File: src/rtl/larpix_trigger_sequencer.sv
// larpix_trigger_sequencer
// Generates external_trigger pulse trains for one or more LArPix chips.
// A sequence is launched from IDLE by start. It produces pulses of
// programmable width and period, in single, burst or continuous mode. Abort
// returns the sequencer to IDLE at the next edge without signalling done.
//
// Ports:
//   clk              system clock, rising edge
//   reset            asynchronous active-high reset
//   start            launch request, sampled only in IDLE
//   abort            stop at the next edge; takes priority over start
//   mode             0 single, 1 burst, 2 continuous, 3 single
//   period           rise-to-rise spacing in clk cycles
//   pulse_width      high time in clk cycles (0 treated as 1)
//   num_triggers     pulses per burst (0 treated as 1)
//   lane_enable      lanes that pulse
//   external_trigger registered trigger outputs, one per lane
//   busy             sequence in progress
//   done             one-cycle pulse on normal completion
//   trig_count       pulses completed in the current or last sequence
module larpix_trigger_sequencer #(
  parameter int NUM_TRIG_OUTS = 4,
  parameter int PERIOD_BITS   = 24,
  parameter int WIDTH_BITS    = 8,
  parameter int COUNT_BITS    = 16
) (
  input  logic                     clk,
  input  logic                     reset,
  input  logic                     start,
  input  logic                     abort,
  input  logic [1:0]               mode,
  input  logic [PERIOD_BITS-1:0]   period,
  input  logic [WIDTH_BITS-1:0]    pulse_width,
  input  logic [COUNT_BITS-1:0]    num_triggers,
  input  logic [NUM_TRIG_OUTS-1:0] lane_enable,
  output logic [NUM_TRIG_OUTS-1:0] external_trigger,
  output logic                     busy,
  output logic                     done,
  output logic [COUNT_BITS-1:0]    trig_count
);

  localparam logic [1:0] MODE_BURST = 2'd1;
  localparam logic [1:0] MODE_CONT  = 2'd2;

  typedef enum logic [1:0] {
    IDLE = 2'd0,
    HIGH = 2'd1,
    LOW  = 2'd2
  } state_t;

  state_t                   state_r;
  logic [1:0]               mode_r;
  logic [PERIOD_BITS-1:0]   width_r;
  logic [PERIOD_BITS-1:0]   low_r;
  logic [COUNT_BITS-1:0]    num_r;
  logic [NUM_TRIG_OUTS-1:0] lanes_r;
  logic [PERIOD_BITS-1:0]   cnt_r;

  logic [WIDTH_BITS-1:0]    width_norm_s;
  logic [PERIOD_BITS-1:0]   width_ext_s;
  logic [PERIOD_BITS-1:0]   low_norm_s;
  logic [COUNT_BITS-1:0]    num_norm_s;
  logic [COUNT_BITS-1:0]    count_next_s;
  logic                     last_pulse_s;
  logic                     cnt_last_s;

  // Normalise the launch parameters so that zero widths/counts never stall the sequencer.
  always_comb begin
    width_norm_s = pulse_width;
    if (pulse_width == {WIDTH_BITS{1'b0}}) begin
      width_norm_s = WIDTH_BITS'(1);
    end else begin
      width_norm_s = pulse_width;
    end
    width_ext_s = PERIOD_BITS'(width_norm_s);
    // The subtraction is only taken when period > W, so it cannot underflow.
    low_norm_s = PERIOD_BITS'(1);
    if (period > width_ext_s) begin
      low_norm_s = period - width_ext_s;
    end else begin
      low_norm_s = PERIOD_BITS'(1);
    end
    num_norm_s = num_triggers;
    if (num_triggers == {COUNT_BITS{1'b0}}) begin
      num_norm_s = COUNT_BITS'(1);
    end else begin
      num_norm_s = num_triggers;
    end
  end

  // Decide whether the pulse now ending is the last one of the sequence.
  always_comb begin
    count_next_s = trig_count + COUNT_BITS'(1);
    cnt_last_s   = (cnt_r == PERIOD_BITS'(1));
    last_pulse_s = 1'b1;
    case (mode_r)
      MODE_CONT:  last_pulse_s = 1'b0;
      MODE_BURST: last_pulse_s = (count_next_s == num_r);
      default:    last_pulse_s = 1'b1;
    endcase
  end

  // Sequencer FSM with registered trigger, busy, done and count outputs.
  always_ff @(posedge clk or posedge reset) begin
    if (reset) begin
      state_r          <= IDLE;
      mode_r           <= 2'd0;
      width_r          <= {PERIOD_BITS{1'b0}};
      low_r            <= {PERIOD_BITS{1'b0}};
      num_r            <= {COUNT_BITS{1'b0}};
      lanes_r          <= {NUM_TRIG_OUTS{1'b0}};
      cnt_r            <= {PERIOD_BITS{1'b0}};
      external_trigger <= {NUM_TRIG_OUTS{1'b0}};
      busy             <= 1'b0;
      done             <= 1'b0;
      trig_count       <= {COUNT_BITS{1'b0}};
    end else if (abort) begin
      // Abort truncates any pulse in flight and keeps the count for inspection.
      state_r          <= IDLE;
      external_trigger <= {NUM_TRIG_OUTS{1'b0}};
      busy             <= 1'b0;
      done             <= 1'b0;
    end else begin
      case (state_r)
        IDLE: begin
          done <= 1'b0;
          if (start) begin
            mode_r           <= mode;
            width_r          <= width_ext_s;
            low_r            <= low_norm_s;
            num_r            <= num_norm_s;
            lanes_r          <= lane_enable;
            cnt_r            <= width_ext_s;
            trig_count       <= {COUNT_BITS{1'b0}};
            external_trigger <= lane_enable;
            busy             <= 1'b1;
            state_r          <= HIGH;
          end else begin
            external_trigger <= {NUM_TRIG_OUTS{1'b0}};
            busy             <= 1'b0;
          end
        end
        HIGH: begin
          if (cnt_last_s) begin
            trig_count       <= count_next_s;
            external_trigger <= {NUM_TRIG_OUTS{1'b0}};
            if (last_pulse_s) begin
              busy    <= 1'b0;
              done    <= 1'b1;
              state_r <= IDLE;
            end else begin
              cnt_r   <= low_r;
              state_r <= LOW;
            end
          end else begin
            cnt_r <= cnt_r - PERIOD_BITS'(1);
          end
        end
        LOW: begin
          if (cnt_last_s) begin
            cnt_r            <= width_r;
            external_trigger <= lanes_r;
            state_r          <= HIGH;
          end else begin
            cnt_r <= cnt_r - PERIOD_BITS'(1);
          end
        end
        default: begin
          state_r          <= IDLE;
          external_trigger <= {NUM_TRIG_OUTS{1'b0}};
          busy             <= 1'b0;
          done             <= 1'b0;
        end
      endcase
    end
  end

endmodule

File: config.mk
export PLATFORM = sky130hd
export DESIGN_NAME = larpix_trigger_sequencer
export DESIGN_NICKNAME = d
export VERILOG_FILES = /design/src/rtl/larpix_trigger_sequencer.sv
export SDC_FILE = /design/constraint.sdc
export NUM_CORES = 1
export LEC_CHECK = 0
export ABC_AREA = 0
export BUFFER_PORTS_ARGS = -buffer_cell sky130_fd_sc_hd__buf_2
export CORE_ASPECT_RATIO = 1.1
export CORE_UTILIZATION = 53
export DETAILED_ROUTE_END_ITERATION = 12
export PLACE_DENSITY_LB_ADDON = 0.1
export SLEW_MARGIN = 25
export SYNTH_ARGS = -nofsm -noshare
export SYNTH_HDL_FRONTEND = slang
export SYNTH_SLANG_ARGS = --single-unit
File: constraint.sdc
create_clock -name clk -period 3.45 [get_ports clk]
set_input_delay 0.8625 -clock clk [delete_from_list [all_inputs] [get_ports clk]]
set_output_delay 0.8625 -clock clk [all_outputs]
set_load 0.005 [all_outputs]
# ---- Word-level counts from Yosys, hierarchy flattened
# Index checks and enable logic that the tools add are counted.
dict set report word_totals {
  reg_bits 102
  latch_bits 0
  ram_bits 0
  rom_bits 0
  memories 0
}
dict set report classes {
  add_sub_neg 3
  n_mul 0
  n_div 0
  magnitude_cmp 1
  eq_ne 14
  n_shift 0
  mux 32
  bitwise_logic 1
  reduce_logical 11
}
# operator n
set op_table {}
lappend op_table {{$mux W24} 5}
lappend op_table {{$pmux W24 S3} 1}
lappend op_table {{$mux W16} 3}
lappend op_table {{$pmux W16 S2} 1}
lappend op_table {{$eq A24 B1 Y1 const B} 1}
lappend op_table {{$gt A24 B8 Y1} 1}
lappend op_table {{$sub A24 B1 Y24 const B} 1}
lappend op_table {{$sub A24 B8 Y24} 1}
lappend op_table {{$add A16 B1 Y16 const B} 1}
lappend op_table {{$eq A16 B16 Y1} 1}
lappend op_table {{$logic_not A16 Y1} 1}
lappend op_table {{$mux W4} 4}
lappend op_table {{$ne A3 B3 Y1 const B} 5}
lappend op_table {{$pmux W4 S3} 1}
lappend op_table {{$mux W2} 5}
lappend op_table {{$reduce_and A3 Y1} 3}
lappend op_table {{$logic_not A8 Y1} 1}
lappend op_table {{$mux W8} 1}
lappend op_table {{$reduce_and A4 Y1} 2}
lappend op_table {{$mux W1} 7}
lappend op_table {{$ne A2 B2 Y1 const B} 3}
lappend op_table {{$pmux W2 S3} 1}
lappend op_table {{$eq A2 B1 Y1 const B} 2}
lappend op_table {{$eq A2 B2 Y1 const B} 2}
lappend op_table {{other kinds (7)} 8}

# ---- Depth between registers and ports, before layout
dict set report depth {
  ltp_word 7
  mapped_depth 12
  mapped_depth_nobuf 12
}

# ---- Worst setup path after synthesis
# No wires, ideal clock.
dict set report synth_timing {
  path_kind {in2reg}
  from {in pulse_width[4]}
  to {reg low_r[0]}
  arrival_time_ns 3.194
  setup_slack_ns 0.190
  cell_stages 12
  path_buffers 1
  cell_sequence {nor4_1 > a41o_1 > ha_1 > fa_1 > nor2b_1 > o21ai_0 > a21boi_0 > o21a_1 > o21a_1 > o41ai_1 > clkbuf_1 > o22a_1}
}
dict set report synth_via {
  elab_chain_len 4
  word_cells_on_any_way 5
  classes_between {add/sub: 1; order compare: 1; mux: 2; reduce/logical: 1}
}
# item line_no
set synth_lines {}
lappend synth_lines {{start, declared} 33} ;# input logic [WIDTH_BITS-1:0] pulse_width,
lappend synth_lines {{$logic_not A8 Y1 *} 70} ;# if (pulse_width == {WIDTH_BITS{1'b0}}) begin
lappend synth_lines {{$mux W8 *} 70}
lappend synth_lines {{named net width_norm_s[0]} 59} ;# logic [WIDTH_BITS-1:0] width_norm_s;
lappend synth_lines {{$sub A24 B8 Y24 or $gt A24 B8 Y1 (tied branches)} {79, 78}}
lappend synth_lines {{$mux W24 *} 78} ;# if (period > width_ext_s) begin
lappend synth_lines {{end signal, assigned} 109} ;# low_r <= {PERIOD_BITS{1'b0}};
lappend synth_lines {{end signal, assigned} 130} ;# low_r <= low_norm_s;
lappend synth_lines {{end, declared} 54} ;# logic [PERIOD_BITS-1:0] low_r;
# Mark *: on every way through the listed nets, which the timed path passes. The rest lies on a longest branch.
# A chain may end at the register's enable or synchronous reset.

# ---- Worst setup path after layout
dict set report layout_timing {
  from {in pulse_width[4]}
  to {reg low_r[18]}
}
# Same word-level chain as after synthesis.

==> impl_results.md <==
* Final HPWL DP at 12000 microns
* Layout cells sized above 1 at 0.176
* Post-route ant nets at 0
* Total wire length at 16600 microns
* Placer congestion estimate at 0.883
* Peak supply drop at 0.279 mV
* Die W at 107 microns
* Crit path from: pulse_width[4]
* Largest net degree at the start of global routing at 103
* Skew final at 9.86 ps
* Bufs on Longest Clock Path at 2
* Post-synth top cells: 131 x nand2_1, 102 x dfrtp_1, 70 x o21ai_0, 51 x nor2_1, 37 x o31ai_1
* Via-per-instance ratio at 6.01
* Crit path max fanout at 4
* Unrepaired setup endpoints after global routing: no
* Top-area cell type share of the netlist area at 0.396
* CTS tree: yes
* Final #Nets at 917
* Static leakage at 3.43 nW
* Relative slew slack at 0.346
* Register area share after synthesis at 0.396
* Worst Reg-to-Reg Cells at 8
* I/O pins at 80
* Setup WS pre-CTS at -333 ps
* Syn nets at 838
* CTS buffer count at 9
* Die area at 12600 sq um
* H-tree Lvls at 3
* Placed cells at 980
* Worst Setup End Kind: register
* Crit path kind: input pin to register
* Post-synthesis cell area at 6450 sq um
* First-pass GRT wire length at 27700 microns
* Clk Tree Root Cell: clkbuf_16
* TNS Setup at 0 ps
* Worst-Margin Slew at 973 ps
* Clk sinks at 102
* Async S/R FF share, synth at 1.00
* Synthesized area per cell at 8.46 sq um
* Final worst-path cycle share at 0.930
* Ys flop type: dfrtp_1
* Starting DRT DRC Count at 542
* Post-CTS setup buffer count at 0
* Max frequency at 0.312 GHz
* Largest cells by area after synthesis: dfrtp_1 40%, nand2_1 7.6%, o21ai_0 5.4%
* Final Cell Area at 7460 sq um
* Syn Inst Count at 762
* Core Area at 11600 sq um
* Vias after detailed routing at 5982
* Flop2flop setup slack at 290 ps
* Synth area leader: dfrtp_1
* Hold Path Cell Cnt at 2
* Distinct cells, synth at 66
* Number of max-cap violations at 0
* Final Setup Violations at 0
* Post-synth EDFFs at 0
* Vias in the first global route at 5688
* Synth Register Bits at 102
* Reg2reg end: cnt_r[9]
* Congestion Overflow GR at 0
* Initial antenna violation count at 0
* Clock slew at reported path FFs at 70 ps
* Later-pin clock latency in the skew report at 340 ps
* Final worst slack at 241 ps
* Worst EP required at 3690 ps
* Worst Hold Launch: external_trigger[2]
* Layout Cells excl Fill at 996
* Setup crit start kind: input pin
* FP Rows at 41
* Gr usage total at 0.274
* Hold WC Path Type: register to register
* Power density over cell area at 599 nW/um^2
* Synth warn at 0
* Initial core utilization at 0.554
* Antenna diode count at 0
* 1st-pass router iterations at 7
* Status: completed
* Most numerous cell in the Yosys netlist: nand2_1
* Tmin final at 3210 ps
* Worst Path Arrival at 3450 ps
* Hold worst-path end: external_trigger[2]
* Max-slew violation count at 0
* Final Hold Fails at 0
* Layout area overhead at 15.8%
* DRC violations left at 0
* I/O Buffers at 79
* Die height at 118 microns
* DP Area at 7100 sq um
* Reg-to-Reg Start: cnt_r[17]
* Post-DR wirelength/cell at 16.6 microns
[metrics by stage]
step / hold slack, ps / utilization / total power, mW
after floorplan: 444 / - / 2.90
after global placement: 458 / 0.610 / 3.29
after detailed placement: 468 / 0.610 / 3.36
after CTS: 484 / 0.638 / 4.47
after global routing: 507 / 0.641 / 4.77
final: 477 / 0.641 / 4.47
[layer usage]
metal / up-vias / wire [microns] / GRT usage
met5: - / 0 / 0
met4: 0 / 178 / 0.0753
met3: 14 / 841 / 0.0332
met2: 227 / 8250 / 0.475
met1: 2847 / 7300 / 0.359
li1: 2894 / - / -
[layout make-up]
type | instances | area [sq um]
timing repair buffer | 110 | 653
fill | 1027 | 4180
inverter | 26 | 101
tap | 150 | 188
multi-input combinational | 592 | 3640
sequential | 102 | 2550
clock inverter | 5 | 82.6
clock buffer | 11 | 243
[worst max-delay path by stage]
| stage | endpoint | cells after the start |
|---|---|---|
| after CTS | low_r[14] | 13 |
| final | low_r[18] | 14 |
| after global placement | low_r[15] | 13 |
| after floorplan | low_r[0] | 12 |
| after global routing | low_r[18] | 14 |
| after detailed placement | low_r[14] | 13 |
[cell usage in the layout (no fill, tap or decap), types with 7 or more instances in the layout]
cell / n
dfrtp_1: 102
nand4_1: 8
nor4_1: 17
nand2_1: 131
a21oi_1: 32
or3_1: 7
and3_1: 11
nor2b_1: 9
o31ai_1: 37
nand3_1: 12
o21ai_0: 69
buf_2: 79
ha_1: 17
nor2_1: 50
clkbuf_16: 9
buf_4: 29
nor3_1: 25
a22oi_1: 10
inv_1: 25
xnor2_1: 35
xor2_1: 18
[cells by family (layout without fill, tap and decap cells)]
group | Yosys count | count (layout) | share of synthesized area
simple gates | 305 | 305 | 0.225
compound gates | 206 | 206 | 0.207
flops | 102 | 102 | 0.396
buf+inv | 68 | 152 | 0.0468
xor+xnor | 53 | 53 | 0.0720
fa+ha+maj | 18 | 18 | 0.0361
mux | 10 | 10 | 0.0173
[repair_timing]
item	CTS	global route
resized for setup	0	7
setup endpoints to repair	0	24
hold buffers	0	0
[state kept, by name, indices dropped and copies added (netlist names)]
| register | count |
|---|---|
| mode_r | 2 |
| trig_count | 16 |
| state_r | 2 |
| lanes_r | 4 |
| cnt_r | 24 |
| low_r | 24 |
| num_r | 16 |
| done | 1 |
| busy | 1 |
| external_trigger | 4 |
| width_r | 8 |
[worst max-delay path, cell delays in order]
cell,delay [ps]
buf_2,120
nor4_2,50
a41o_1,260
ha_1,220
fa_1,390
nor2b_1,180
o21ai_1,90
a21boi_0,250
o21ai_0,140
a31oi_1,280
buf_4,190
nor4_1,50
xnor2_1,130
o31ai_1,220
[where the power goes]
group,leakage (nW),internal [mW],switching (mW)
Sequential,1.31,1.54,0.292
Clock,0.148,0.656,0.446
Combinational,1.97,0.632,0.906
Total,3.43,2.83,1.64
No activity file was read; power rests on OpenSTA's default activity.
